===== config.mk =====
export PLATFORM = sky130hd
export DESIGN_NAME = control_sequencer
export DESIGN_NICKNAME = d
export VERILOG_FILES = /design/src/rtl/control_sequencer.sv
export SDC_FILE = /design/constraint.sdc
export NUM_CORES = 1
export LEC_CHECK = 0
export CAP_MARGIN = 20
export CELL_PAD_IN_SITES_DETAIL_PLACEMENT = 0
export CELL_PAD_IN_SITES_GLOBAL_PLACEMENT = 1
export CORE_ASPECT_RATIO = 0.9
export CORE_MARGIN = 2
export CORE_UTILIZATION = 41
export DETAILED_ROUTE_END_ITERATION = 8
export GPL_TIMING_DRIVEN = 1
export PLACE_DENSITY_LB_ADDON = 0.1
export SYNTH_ARGS = -nofsm -noshare
export SYNTH_HDL_FRONTEND = slang
export SYNTH_SLANG_ARGS = --single-unit

===== constraint.sdc =====
create_clock -name clk -period 4.2 [get_ports clk]
set_input_delay 0.84 -clock clk [delete_from_list [all_inputs] [get_ports clk]]
set_output_delay 0.84 -clock clk [all_outputs]
set_load 0.005 [all_outputs]

===== src/rtl/control_sequencer.sv =====
// Hardwired microsequencer for the Simple-CPU datapath: fetch/decode/execute
// loop that emits one registered 16-bit control word per step, each held HOLD_CYCLES.
module control_sequencer #(
  parameter int HOLD_CYCLES = 2,
  parameter int OP_W        = 8
) (
  input  logic            clk,
  input  logic            rst,
  input  logic            run,
  input  logic [OP_W-1:0] opcode,
  input  logic            acc_sign,
  output logic [15:0]     control_signals,
  output logic            instr_done,
  output logic            halted
);

  localparam int HOLD_W = $clog2(HOLD_CYCLES);
  localparam logic [HOLD_W-1:0] HOLD_LAST = HOLD_W'(HOLD_CYCLES - 1);
  localparam logic [HOLD_W-1:0] HOLD_PEN  = HOLD_W'(HOLD_CYCLES - 2);

  localparam logic [15:0] W_NONE    = 16'h0000;
  localparam logic [15:0] W_F0      = 16'h0001;
  localparam logic [15:0] W_F1      = 16'h0012;
  localparam logic [15:0] W_F2      = 16'h000C;
  localparam logic [15:0] W_READ    = 16'h0002;
  localparam logic [15:0] W_MBR_ACC = 16'h0020;
  localparam logic [15:0] W_WRITE   = 16'h0040;
  localparam logic [15:0] W_BR      = 16'h0080;
  localparam logic [15:0] W_CLR     = 16'h0100;
  localparam logic [15:0] W_JUMP    = 16'h0200;
  localparam logic [15:0] W_ADD     = 16'h0400;
  localparam logic [15:0] W_SUB     = 16'h0800;
  localparam logic [15:0] W_AND     = 16'h1000;
  localparam logic [15:0] W_OR      = 16'h2000;

  localparam logic [OP_W-1:0] OP_STORE  = OP_W'(8'h01);
  localparam logic [OP_W-1:0] OP_LOAD   = OP_W'(8'h02);
  localparam logic [OP_W-1:0] OP_ADD    = OP_W'(8'h03);
  localparam logic [OP_W-1:0] OP_SUB    = OP_W'(8'h04);
  localparam logic [OP_W-1:0] OP_JMPGEZ = OP_W'(8'h05);
  localparam logic [OP_W-1:0] OP_JMP    = OP_W'(8'h06);
  localparam logic [OP_W-1:0] OP_HALT   = OP_W'(8'h07);
  localparam logic [OP_W-1:0] OP_AND    = OP_W'(8'h08);
  localparam logic [OP_W-1:0] OP_OR     = OP_W'(8'h09);

  typedef enum logic [3:0] {
    S_IDLE, S_F0, S_F1, S_F2, S_DEC, S_E0, S_E1, S_E2, S_E3, S_HALT
  } state_t;

  state_t            r_state;
  logic [HOLD_W-1:0] r_hold;
  logic [OP_W-1:0]   r_op;
  logic              r_sign;

  logic       w_in_exec;
  logic       w_last_exec;
  logic [2:0] w_exec_idx;
  logic [2:0] w_next_idx;

  // Number of execute steps; HALT never reaches execute, unknown opcodes run one NOP step.
  function automatic logic [2:0] exec_len(input logic [OP_W-1:0] op);
    case (op)
      OP_STORE:                      return 3'd2;
      OP_LOAD:                       return 3'd4;
      OP_ADD, OP_SUB, OP_AND, OP_OR: return 3'd3;
      default:                       return 3'd1;
    endcase
  endfunction

  function automatic logic [15:0] alu_seq(input logic [1:0] idx, input logic [15:0] w_final);
    case (idx)
      2'd0:    return W_READ;
      2'd1:    return W_BR;
      default: return w_final;
    endcase
  endfunction

  function automatic logic [15:0] exec_word(input logic [OP_W-1:0] op, input logic sign,
                                            input logic [1:0] idx);
    case (op)
      OP_STORE:  return (idx == 2'd0) ? W_MBR_ACC : W_WRITE;
      OP_LOAD:   return (idx == 2'd2) ? W_CLR : alu_seq(idx, W_ADD);
      OP_ADD:    return alu_seq(idx, W_ADD);
      OP_SUB:    return alu_seq(idx, W_SUB);
      OP_AND:    return alu_seq(idx, W_AND);
      OP_OR:     return alu_seq(idx, W_OR);
      OP_JMP:    return W_JUMP;
      OP_JMPGEZ: return sign ? W_NONE : W_JUMP;
      default:   return W_NONE;
    endcase
  endfunction

  function automatic state_t exec_state(input logic [1:0] idx);
    case (idx)
      2'd0:    return S_E0;
      2'd1:    return S_E1;
      2'd2:    return S_E2;
      default: return S_E3;
    endcase
  endfunction

  always_comb begin
    // NOTE: every output of this block gets a default first so no path infers a latch.
    w_in_exec  = 1'b0;
    w_exec_idx = 3'd0;
    case (r_state)
      S_E0:    begin w_in_exec = 1'b1; w_exec_idx = 3'd0; end
      S_E1:    begin w_in_exec = 1'b1; w_exec_idx = 3'd1; end
      S_E2:    begin w_in_exec = 1'b1; w_exec_idx = 3'd2; end
      S_E3:    begin w_in_exec = 1'b1; w_exec_idx = 3'd3; end
      default: ;
    endcase
    w_next_idx  = w_exec_idx + 3'd1;
    w_last_exec = w_in_exec && (w_next_idx == exec_len(r_op));
  end

  // NOTE: all state and outputs update with non-blocking assignments so every
  // read in this block sees the pre-edge value.
  always_ff @(posedge clk) begin
    if (rst) begin
      r_state         <= S_IDLE;
      r_hold          <= '0;
      r_op            <= '0;
      r_sign          <= 1'b0;
      control_signals <= W_NONE;
      instr_done      <= 1'b0;
      halted          <= 1'b0;
    end else begin
      instr_done <= 1'b0;
      case (r_state)
        S_IDLE: begin
          if (run) begin
            r_state         <= S_F0;
            r_hold          <= '0;
            control_signals <= W_F0;
          end
        end
        S_HALT: ;
        default: begin
          if (r_hold != HOLD_LAST) begin
            r_hold <= r_hold + 1'b1;
            // Raise done one edge early so it lands on the final hold cycle.
            if (r_hold == HOLD_PEN && w_last_exec) instr_done <= 1'b1;
          end else begin
            r_hold <= '0;
            case (r_state)
              S_F0: begin r_state <= S_F1;  control_signals <= W_F1;   end
              S_F1: begin r_state <= S_F2;  control_signals <= W_F2;   end
              S_F2: begin r_state <= S_DEC; control_signals <= W_NONE; end
              S_DEC: begin
                // The opcode is used here directly because the latch updates on this same edge.
                r_op   <= opcode;
                r_sign <= acc_sign;
                if (opcode == OP_HALT) begin
                  r_state         <= S_HALT;
                  control_signals <= W_NONE;
                  halted          <= 1'b1;
                end else begin
                  r_state         <= S_E0;
                  control_signals <= exec_word(opcode, acc_sign, 2'd0);
                end
              end
              default: begin
                if (w_last_exec) begin
                  r_state         <= S_F0;
                  control_signals <= W_F0;
                end else begin
                  r_state         <= exec_state(w_next_idx[1:0]);
                  control_signals <= exec_word(r_op, r_sign, w_next_idx[1:0]);
                end
              end
            endcase
          end
        end
      endcase
    end
  end

endmodule

==> results of run 1 <==
cells in the final DEF, fill, tap and decap left out, types with 2 or more instances in the layout:
master           instances
nor2b_1                  6
nand3_1                  5
a211oi_1                 2
dfxtp_1                 29
a31oi_1                  4
inv_1                    4
nor2_1                  35
o2111ai_1                2
xnor2_1                  2
nand2b_1                 4
clkbuf_8                 7
or3_1                    2
nor4b_1                  3
o31ai_1                  4
nor3b_1                  2
conb_1                   2
or2_2                    3
nor3_1                   5
ha_1                     5
a21oi_1                  8
a22o_1                   3
o21ai_0                 16
clkdlybuf4s50_1         27
nor4_1                   5
mux2i_1                 12
or4_1                    2
o22ai_1                  3
nand2_1                 17
worst max-delay path by stage:
stage | slack (ps) | to | from | cells after the start
global placement | 1340 | control_signals[13] | r_state[3] | 8
floorplan | 1720 | control_signals[11] | r_state[0] | 10
finish | 1250 | r_state[0] | r_state[0] | 9
CTS | 1270 | r_state[0] | r_state[3] | 9
detailed placement | 1290 | r_state[0] | r_state[3] | 8
global route | 830 | r_state[0] | r_state[3] | 9
cell usage after synthesis (all sizes together), types with 6 or more instances:
cell / count
a21oi: 8
dfxtp: 29
o21ai: 16
nand2: 17
mux2i: 12
buf: 8
nor2b: 6
nor2: 35
nor4: 6
clkbuf: 9
metal layers:
layer / GRT usage, % / vias to the layer above / part of all wire (%)
met5: 0 / - / 0
met4: 9.95 / 0 / 1.7
met3: 4.60 / 7 / 4.7
met2: 29.5 / 36 / 43
met1: 26.4 / 745 / 50
li1: - / 810 / -
power by group:
group | internal, W | total, W | switching, W
Sequential | 0.000281 | 0.000295 | 0.0000137
Combinational | 0.0000349 | 0.0000773 | 0.0000424
Clock | 0.000148 | 0.000259 | 0.000111
Total | 0.000464 | 0.000631 | 0.000167
kinds of logic after synthesis:
group / count (synthesis) / synth area share, %
compound gates: 50 / 18.8
xor+xnor: 3 / 1.51
fa+ha+maj: 5 / 3.60
buf+inv: 21 / 6.05
flops: 29 / 33.4
mux: 13 / 7.56
other cells: 1 / 0.216
simple gates: 95 / 28.9
per-stage QoR:
stage / hold slack, ps / setup WS (ps) / total power (W) / util [%] / instance area [µm²]
2_1_floorplan: 449 / 1720 / 0.000349 / - / 1740
3_3_place_gp: 436 / 1340 / 0.000375 / 48.6 / 1980
3_5_place_dp: 443 / 1290 / 0.000378 / 48.6 / 1980
4_1_cts: 459 / 1270 / 0.000636 / 51.1 / 2080
5_1_grt: 474 / 828 / 0.000660 / 51.1 / 2080
6_report: 451 / 1250 / 0.000631 / 51.1 / 2080
worst max-delay path: stages (launching register included):
cell and delay (ps):
dfxtp_1 650, nor2_1 230, nand3b_1 150, o21ai_0 230
ha_1 340, nor4_1 310, a41o_1 160, o211a_1 400
nor2_1 100, a211oi_1 280
state kept, by name, indices dropped and copies added (netlist names):
name,flops
r_state,4
r_sign,1
control_signals,13
halted,1
r_hold,1
r_op,8
instr_done,1
cell type report:
type                            count  area, µm²
Sequential cell                    29        581
Multi-Input combinational cell    168       1060
Clock buffer                        7       96.3
Clock inverter                      1       5.00
Tap cell                           48       60.1
Timing Repair Buffer               27        270
Fill cell                         399       1990
Inverter                            4       15.0
==> metrics, run 1 <==
CTS buffer count=5; fmax=339 MHz; worst hold endpoint=control_signals[7]; post-CTS sizing=0; Worst R2R Setup Slack=roughly 1200 ps; grt ovf=0; share of cells above drive strength 1=between 7 and 8%; via density per instance=about 5.6; Hold Path Depth=2; global-route wire length before repair=between 7000 and 8000 µm; RSZ-0062 raised after global routing=no; worst r2r dst=r_state[0]; Clock Root Buffer=clkbuf_8; Critical Path Source Type=flip-flop; Yosys reg bits=29; TritonCTS Sinks=29; initial antenna violation count=0; total die area=approximately 4800 µm²; CTS clk-pin slew, worst paths=60 ps; CTS tree=yes; DIE HEIGHT=65.8 µm; Async SR Flop Fraction=0%; Antenna Diode Count=0; number of synthesized flops with an enable pin=0; WL final=approximately 4200 µm; gr usage total=19.8%; number of global-route vias before repair=between 1.5k and 2k; per-cell routed wire length=14.8 µm; setup tns final=0 ps; Worst Reg-to-Reg Cells=9; synthesized instance count=217; Max Cap Viol=0; CP required=4380 ps; cell taking the most area after synthesis=dfxtp_1; critical setup path kind=flip-flop to flip-flop; Initial Util=between 40 and 50%; port bufs=27; Final Max Tran Viols=0; Tightest Pin Transition=825 ps; Worst Path Arrival=about 3100 ps; minimum clock period=roughly 3000 ps; row count=22; cts hold-fix bufs=0; syn_area_per_cell=roughly 8.0 µm²; half-perimeter wire length after placement=roughly 3100 µm; via count=~1.6k; Hold Crit Class=flip-flop to flip-flop; top cells by area, synth=dfxtp_1 (33%), nor2_1 (7.6%), mux2i_1 (6.9%); Clock Latency Late Sink=roughly 290 ps; # setup viols final=0; Placed Cells incl. Taps=276; Rel. slew slack=approximately 45%; final worst clock skew=roughly 2.5 ps; crit path max fanout=16; Hold Crit Start=control_signals[7]; P&R area growth vs syn=19.9%; post-synth top area share=about a third; Routed Antenna Nets=0; Total Nets Final=252; DRC=0; Synth Cell Area=approximately 1700 µm²; largest net degree at the start of global routing=20; VDD IR-drop max=~0.19 mV; top_reg_cell synth=dfxtp_1; worst r2r src=r_state[0]; fin cells=284; Final Cycle Share=roughly 70%; post-CTS setup buffers=0; die width=around 73 µm; GP Congestion=between 0.8 and 0.9; I/O pins=30; synthesis warning total=0; violation count after the first detailed-route iteration=97; Yosys cell types=46; status=complete, no violations; Pwr Density=around 300 nW/µm²; Final Hold Viols=0; Clock Tree Buf Depth=2; P_leak=roughly 0.83 nW; crit end category=flip-flop; core box area=around 4100 µm²; Seq/Total Area, Yosys=33.4%; H-tree depth=2; DR pass1 iterations=4
No activity file was read; power rests on OpenSTA's default activity.
==> inputs of run 2 (changes only) <==
--- a/config.mk
+++ b/config.mk
@@ -10,7 +10,7 @@
 export CELL_PAD_IN_SITES_GLOBAL_PLACEMENT = 1
 export CORE_ASPECT_RATIO = 0.9
 export CORE_MARGIN = 2
-export CORE_UTILIZATION = 41
+export CORE_UTILIZATION = 35
 export DETAILED_ROUTE_END_ITERATION = 8
 export GPL_TIMING_DRIVEN = 1
 export PLACE_DENSITY_LB_ADDON = 0.1
==> constraint.sdc (replaced) <==
create_clock -name clk -period 2.7 [get_ports clk]
set_input_delay 0.54 -clock clk [delete_from_list [all_inputs] [get_ports clk]]
set_output_delay 0.54 -clock clk [all_outputs]
set_load 0.005 [all_outputs]
==> metrics, run 2 (synthesis results as in run 1) <==
DRC=0 (unchanged); status=complete, no violations; share of cells above drive strength 1=11.4% (+4.2 points); Antenna Diode Count=0 (unchanged); critical setup path kind=flip-flop to flip-flop; Final Max Tran Viols=0 (unchanged); violation count after the first detailed-route iteration=102 (+5.2%); Initial Util=36.2% (-6.5 points); most common cell after layout, fill and taps aside=nor2_1; crit end category=flip-flop; Cell Area, Placed=2080 µm² (+4.9%); commonest non-fill, non-tap cells in the layout=nor2_1 (35), dfxtp_1 (28), clkdlybuf4s50_1 (27), nand2_1 (17), o21ai_0 (15); global-route wire length before repair=7300 µm (+1.2%); P&R area growth vs syn=26.1%; final worst setup slack=193 ps (-1050 ps); Hold Crit Class=flip-flop to flip-flop; final worst clock skew=10.5 ps (+8.05 ps); WL final=4380 µm (+4.1%); Clock Root Buffer=clkbuf_8; Critical Path Source Type=flip-flop; Worst Path Arrival=2680 ps (-460 ps); Routed Antenna Nets=0 (unchanged); core box area=4800 µm² (+18%); post-route cell area=2190 µm² (+5.2%); number of global-route vias before repair=1,481 (-5.3%); crit path max fanout=10 (-6); Clock Tree Buf Depth=2 (unchanged); Final Hold Viols=0 (unchanged); Net Switching=0.000258 W (+54%); port bufs=27 (unchanged); total die area=5550 µm² (+16%); initial antenna violation count=0 (unchanged); row count=24 (+9.1%); Clock Latency Late Sink=280 ps (about the same); Tightest Pin Transition=576 ps (-248 ps); H-tree depth=2 (unchanged); P_int=0.000773 W (+66%); half-perimeter wire length after placement=3450 µm (+10%); via count=1,614 (+1.0%); Total Nets Final=262 (+4.0%); DIE HEIGHT=70.9 µm (+7.7%); Reg power frac=44.0% (-2.7 points); via density per instance=5.21 (-7.5%); Pwr Density=470 nW/µm² (+55%); largest net degree at the start of global routing=14 (-30%); minimum clock period=2510 ps (-445 ps); gr usage total=16.6% (-3.2 points); fin cells=310 (+9.2%); combinational share of power=13.9% (+1.7 points); biggest regs=control_signals: 13 flops, r_op: 8 flops, r_state: 4 flops; Placed Cells incl. Taps=303 (+9.8%); CTS clk-pin slew, worst paths=70 ps (about the same); TritonCTS Sinks=29 (unchanged); max FFs per register=13 (unchanged); Max Cap Viol=0 (unchanged); setup tns final=0 ps (unchanged); P_leak=0.870 nW (+5.2%); CTS tree=yes; VDD IR-drop max=0.259 mV (+39%); register bank with the most flops=control_signals; grt ovf=0 (unchanged); RSZ-0062 raised after global routing=no; Pwr Total=0.00103 W (+63%); GP Congestion=0.881 (-0.41%); per-cell routed wire length=14.1 µm (-4.6%); Final Cycle Share=92.8% (+23 points); CTS buffer count=5 (unchanged); dpl ws=51.9 ps (-1240 ps); Sw Share=25.0% (-1.5 points); CP required=2880 ps (-1500 ps); # setup viols final=0 (unchanged); fmax=399 MHz (+18%); DR pass1 iterations=4 (unchanged); die width=78.3 µm (+7.8%); clock power share=42.1% (+1.1 points); I/O pins=30 (unchanged); cts hold-fix bufs=0 (unchanged); Rel. slew slack=61.5% (+17 points)
[run 2: repair_timing]
action                     4_1_cts  5_1_grt
setup endpoints to repair        0       12
gates resized for setup          0        4
buffers inserted                 0        0
[run 2: cell type report]
type                       instances  area (µm²)
fill                             491        2610
tap                               65        81.3
timing repair buffer              37         345
multi-input combinational        168        1060
inverter                           4        15.0
clock buffer                       5        68.8
sequential                        29         582
clock inverter                     2        35.0
[run 2: final timing paths]
kind | start | end | slack [ps] | cells after the start
max reg2reg | r_state[0] | control_signals[13] | 190 | 8
max | r_state[0] | control_signals[13] | 190 | 8
min | control_signals[8] | control_signals[8] | 450 | 2
min reg2reg | control_signals[8] | control_signals[8] | 450 | 2
[run 2: critical path, stage by stage (launching register included)]
cell and delay, ps:
dfxtp_1 500, and4bb_4 270, or2_4 250, ha_1 220
nor4_1 280, a41o_1 160, o211a_2 360, nor3_1 100
a32o_1 260
[run 2: routing by layer]
metal	wire, µm	track usage (%)
met1	2150	22.8
met2	1980	25.3
met3	163	4.21
met4	85	5.85
met5	0	0
[run 2: power groups by stage]
stage / sequential (W) / clock (W) / combinational, W
after detailed placement: 0.000461 / 0 / 0.000144
after global placement: 0.000461 / 0 / 0.000141
final: 0.000454 / 0.000434 / 0.000143
after CTS: 0.000452 / 0.000442 / 0.000144
after global routing: 0.000456 / 0.000463 / 0.000159
after floorplan: 0.000455 / 0 / 0.0000881
[run 2: per-stage QoR]
step                util, %  hold slack [ps]
detailed placement     43.3              439
floorplan                 -              449
CTS                    45.4              452
global route           45.6              489
finish                 45.6              451
global placement       43.3              437
